<file path="src/rtl/control_step_sequencer.sv">
// control_step_sequencer: programmable T-state table sequencer driving datapath control words,
// with memory-wait stalls, early END, implicit wrap and halt-after-instruction.
module control_step_sequencer #(
    parameter int NUM_STEPS = 8,
    parameter int CTRL_W    = 32,
    parameter int STEP_W    = 3,
    parameter int CNT_W     = 16
) (
    input  logic              i_clock,
    input  logic              i_clear,
    input  logic              i_start,
    input  logic              i_halt,
    input  logic              i_mem_ready,
    input  logic              i_cfg_we,
    input  logic [STEP_W-1:0] i_cfg_addr,
    input  logic [CTRL_W+1:0] i_cfg_data,
    output logic [CTRL_W-1:0] o_ctrl_out,
    output logic [STEP_W-1:0] o_step,
    output logic              o_busy,
    output logic              o_instr_done,
    output logic              o_cfg_err,
    output logic [CNT_W-1:0]  o_instr_count
);
    typedef enum logic {S_IDLE, S_RUN} state_t;

    state_t            r_state;
    logic [CTRL_W+1:0] r_table [NUM_STEPS];
    logic [CTRL_W-1:0] r_ctrl;
    logic [STEP_W-1:0] r_step;
    logic              r_done;
    logic              r_err;
    logic              r_stop_pend;
    logic [CNT_W-1:0]  r_count;

    logic [STEP_W-1:0] w_next;
    logic              w_stall;
    logic              w_last;
    logic              w_addr_ok;

    assign w_next    = r_step + 1'b1;
    assign w_stall   = r_table[r_step][CTRL_W+1] && !i_mem_ready;
    assign w_last    = r_table[r_step][CTRL_W] || r_step == STEP_W'(NUM_STEPS - 1);
    assign w_addr_ok = int'(i_cfg_addr) < NUM_STEPS;

    always_ff @(posedge i_clock or posedge i_clear) begin
        if (i_clear) begin
            r_state     <= S_IDLE;
            r_ctrl      <= '0;
            r_step      <= '0;
            r_done      <= 1'b0;
            r_err       <= 1'b0;
            r_stop_pend <= 1'b0;
            r_count     <= '0;
            for (int i = 0; i < NUM_STEPS; i++) r_table[i] <= '0;
        end else begin
            r_done <= 1'b0;
            r_err  <= i_cfg_we && (r_state == S_RUN || !w_addr_ok);
            if (r_state == S_IDLE) begin
                r_ctrl <= '0;
                r_step <= '0;
                if (i_cfg_we) begin
                    if (w_addr_ok) r_table[i_cfg_addr] <= i_cfg_data;
                end else if (i_start && !i_halt) begin
                    r_state <= S_RUN;
                    r_ctrl  <= r_table[0][CTRL_W-1:0];
                end
            end else begin
                // halt is latched on every edge that does not retire the instruction
                if (w_stall || !w_last) r_stop_pend <= r_stop_pend | i_halt;
                if (!w_stall && w_last) begin
                    r_done  <= 1'b1;
                    r_count <= r_count + 1'b1;
                    r_step  <= '0;
                    if (i_halt || r_stop_pend) begin
                        r_state     <= S_IDLE;
                        r_ctrl      <= '0;
                        r_stop_pend <= 1'b0;
                    end else begin
                        r_ctrl <= r_table[0][CTRL_W-1:0];
                    end
                end else if (!w_stall) begin
                    r_step <= w_next;
                    r_ctrl <= r_table[w_next][CTRL_W-1:0];
                end
            end
        end
    end

    assign o_ctrl_out    = r_ctrl;
    assign o_step        = r_step;
    assign o_busy        = r_state == S_RUN;
    assign o_instr_done  = r_done;
    assign o_cfg_err     = r_err;
    assign o_instr_count = r_count;
endmodule

</file>
<file path="config.mk">
export PLATFORM = sky130hd
export DESIGN_NAME = control_step_sequencer
export DESIGN_NICKNAME = d
export VERILOG_FILES = /design/src/rtl/control_step_sequencer.sv
export SDC_FILE = /design/constraint.sdc
export NUM_CORES = 1
export LEC_CHECK = 0
export BUFFER_PORTS_ARGS = -buffer_cell sky130_fd_sc_hd__buf_4
export CORE_MARGIN = 1.5
export CORE_UTILIZATION = 60
export CTS_BUF_LIST = sky130_fd_sc_hd__clkbuf_8
export CTS_CLUSTER_SIZE = 12
export DETAILED_ROUTE_END_ITERATION = 8
export PLACE_DENSITY_LB_ADDON = 0.05
export SLEW_MARGIN = 20
export SYNTH_ARGS = -nofsm -noshare
export SYNTH_HDL_FRONTEND = slang
export SYNTH_SLANG_ARGS = --single-unit
</file>
<file path="constraint.sdc">
create_clock -name i_clock -period 35.4 [get_ports i_clock]
set_clock_uncertainty 0.05 [all_clocks]
set_input_delay 7.08 -clock i_clock [delete_from_list [all_inputs] [get_ports i_clock]]
set_output_delay 7.08 -clock i_clock [all_outputs]
set_load 0.02 [all_outputs]
</file>
==> metrics.csv <==
stage,metric,value,unit
drt,wl_per_cell,21.88,µm
yosys,yosys_warnings,0,
power,internal_power,0.0009790,W
yosys,synth_seq_cells,327,
clock_tree,postCtsSetupRepairBufs,0,
critical_path,r2r_end,o_ctrl_out[29],
yosys,synth_edf_count,0,
sta,min_period,8965,ps
power,p_switching,0.0004162,W
clock_tree,cts_num_sinks,327,
global_route,grt_pass1_vias,9171,
power,p_total,0.001395,W
power,comb_power_share,32.4,%
hold_path,holdPathStages,1,
yosys,synth_flop_cell,dfrtp_1,
floorplan,initial_core_util,61.65,%
global_route,grt_max_degree,106,
global_route,grtUsageTotal,25.79,%
final_layout,utilization,70.28,%
hold_path,hp-class,flop to flop,
global_route,grt_overflow,0,
drt,first_pass_iters,4,
clock_tree,ctsHoldBuffers,0,
clock_tree,cts_root_buf,clkbuf_8,
global_route,grt_antenna_before_repair,0,
final_layout,nFillCells,1694,
placement,gp_congestion,0.7351,
clock_tree,post_cts_resized,0,
critical_path,reg2regPathDepth,7,
clock_tree,cts_buffers,53,
drt,drt_iter0_markers,474,
critical_path,cp_common_cell,buf_4,
critical_path,cp.depth,7,
sta,worst_slew_pin_slew,1107,ps
yosys,synth_cells,950,
final_layout,antenna_cells,0,
critical_path,critPathLaunch,i_cfg_we,
critical_path,cp.required,35840,ps
yosys,synthArstFlopShare,100.0,%
yosys,synth_cell_types,40,
final_layout,fin_nets,1101,
critical_path,cp.buffers_inverters,2,
critical_path,cp_max_fo,18,
drt,routed_via_density,6.018,
final_layout,area.growth.synth_to_final,14.00,%
sta,final.setup.tns,0,ps
clock_tree,clkTransAtPathRegs,60,ps
global_route,grt_first_pass_wirelength,51130,µm
sta,rsz0062_at_grt,false,
floorplan,num_rows,56,
floorplan,io_pins,97,
clock_tree,h-tree-depth,2,
sta,slew_headroom,26.17,%
drt,vias,8480,
floorplan,dieArea,25200,µm²
status,outcome,finished clean,
clock_tree,clock_path_buffers,3,
power,vdd_ir_drop_max,0.05930,mV
sta,post-route-period-util,25.32,%
critical_path,worstSetupStartpointType,primary input,
critical_path,cp-endpoint,o_ctrl_out[23],
yosys,synth_nets,996,
drt,ant_nets,0,
clock_tree,tritoncts,done,
critical_path,path_class,primary input to flop,
critical_path,rr_startpoint,o_step[0],
critical_path,crit_family,compound AO/OA/AOI/OAI gates,
placement,io_buffers,96,
floorplan,die_h,158.8,µm
power,powerDensity,84.08,nW/µm²
critical_path,slowest_stage,o31a_1,
yosys,syn_area,14560,µm²
floorplan,core_area,23610,µm²
yosys,post-synth-top-area-fraction,56.21,%
power,p_leak,7.351,nW
power,swShare,29.83,%
critical_path,ff2ff_setup_slack,31870,ps
sta,fmax,111.5,MHz
final_layout,drive_above_1_share,52.29,%
power,power_frac_clock,22.3,%
critical_path,crit_path_cell_trace,"buf_4, nor4b_1, a21o_1, o31a_1, buf_4, a22oi_1, a21oi_1",
yosys,avgSynthCellArea,15.32,µm²
sta,finalMaxSlewViolations,0,
yosys,seq_area_frac_synth,56.21,%
power,p_seq_share,45.3,%
yosys,synth_top_area_cell,dfrtp_1,
placement,dp_hpwl,17420,µm
job,max_cap_violations,0,
clock_tree,insertion_delay,580,ps
yosys,synth_top_cells_by_area,"dfrtp_1 56%, mux2_2 24%, mux4_2 10%",
floorplan,die_w,158.8,µm
critical_path,crit_arrival,9400,ps
critical_path,max_stage_delay,780,ps
critical_path,critPathCaptureType,flop,
sta,setup_viol,0,
drt,routed_wl,30830,µm
drt,route.detailed.drc,0,
sta,hold_viol,0,
[power by group through the flow]
stage	combinational [W]	sequential, W	clock (W)
floorplan	0.000363	0.000612	0
global placement	0.000444	0.000630	0
detailed placement	0.000456	0.000637	0
CTS	0.000458	0.000631	0.000318
global route	0.000491	0.000654	0.000335
finish	0.000452	0.000632	0.000311
[flip-flops by register name (all words and copies together), names as in the netlist]
| signal | count |
|---|---|
| o_instr_count | 16 |
| o_step | 3 |
| o_cfg_err | 1 |
| o_instr_done | 1 |
| r_stop_pend | 1 |
| o_busy | 1 |
| o_ctrl_out | 32 |
| r_table | 272 |
[cells in the mapped netlist, types with 3 or more instances]
cell,instances
clkbuf_1,44
buf_1,3
mux2_2,304
mux4_2,67
mux2_1,4
nand2_1,13
nor3_1,7
inv_1,4
nand3_1,5
buf_6,3
ha_1,3
dfrtp_1,327
xor2_1,14
a21oi_1,33
a22oi_1,32
and3_1,4
buf_2,11
nor2_1,43
nor2b_1,3
[final cells by class]
| type | count | area [µm²] | area share [%] |
|---|---|---|---|
| Clock buffer | 67 | 922.1 | 5.557 |
| Clock inverter | 23 | 96.34 | 0.5806 |
| Inverter | 4 | 22.52 | 0.1357 |
| Multi-Input combinational cell | 558 | 6131 | 36.94 |
| Sequential cell | 327 | 8187 | 49.33 |
| Tap cell | 319 | 399.1 | 2.405 |
| Timing Repair Buffer | 111 | 837.1 | 5.044 |
[metrics by stage]
step / hold WS, ps / setup WS, ps / cell area (µm²) / std cells
after floorplan: 413.5 / 19220 / 14560 / 950
final: 415.8 / 26440 / 16590 / 1409
after detailed placement: 412.0 / 25740 / 15570 / 1319
after global routing: 447.1 / 26010 / 16590 / 1409
after global placement: 410.0 / 25730 / 15570 / 1319
after CTS: 421.3 / 26350 / 16590 / 1409
[cell usage in the layout (no fill, tap or decap), types with 2 or more instances in the layout]
cell,count
a21oi_1,33
a22oi_1,32
and3_1,3
buf_4,110
clkbuf_8,67
clkinv_2,5
dfrtp_1,326
ha_2,2
inv_1,20
mux2_1,4
mux2_2,304
mux2i_1,2
mux4_2,67
nand2_1,11
nand2_2,2
nand3_1,5
nand3b_1,2
nand4_1,2
nor2_1,42
nor2b_1,3
nor3_1,7
nor3b_4,2
o31a_1,2
xor2_1,14
[cell families after synthesis]
| group | after synthesis | synth area share (%) |
|---|---|---|
| DFF | 327 | 56.21 |
| and+or+nand+nor | 88 | 2.974 |
| buffers and inverters | 65 | 1.925 |
| muxes | 377 | 34.33 |
| xor gates and xnor gates | 15 | 0.9026 |
| AOI/OAI and AO/OA | 75 | 3.395 |
| adders and majority gates | 3 | 0.2579 |
[metal layers]
| layer | up-vias | GRT usage, % | wire length, µm |
|---|---|---|---|
| met5 | - | 0 | 0 |
| met4 | 0 | 6.450 | 466 |
| met3 | 46 | 3.840 | 1676 |
| met2 | 191 | 41.61 | 14890 |
| met1 | 4507 | 37.23 | 13800 |
| li1 | 3736 | - | - |
[how the worst min path moves through the flow]
stage,start,to
global route,o_instr_count[15],o_instr_count[15]
global placement,o_instr_count[15],o_instr_count[15]
CTS,o_instr_count[15],o_instr_count[15]
finish,o_instr_count[15],o_instr_count[15]
detailed placement,o_instr_count[15],o_instr_count[15]
floorplan,r_stop_pend,r_stop_pend
(Power assumes the default switching activity.)
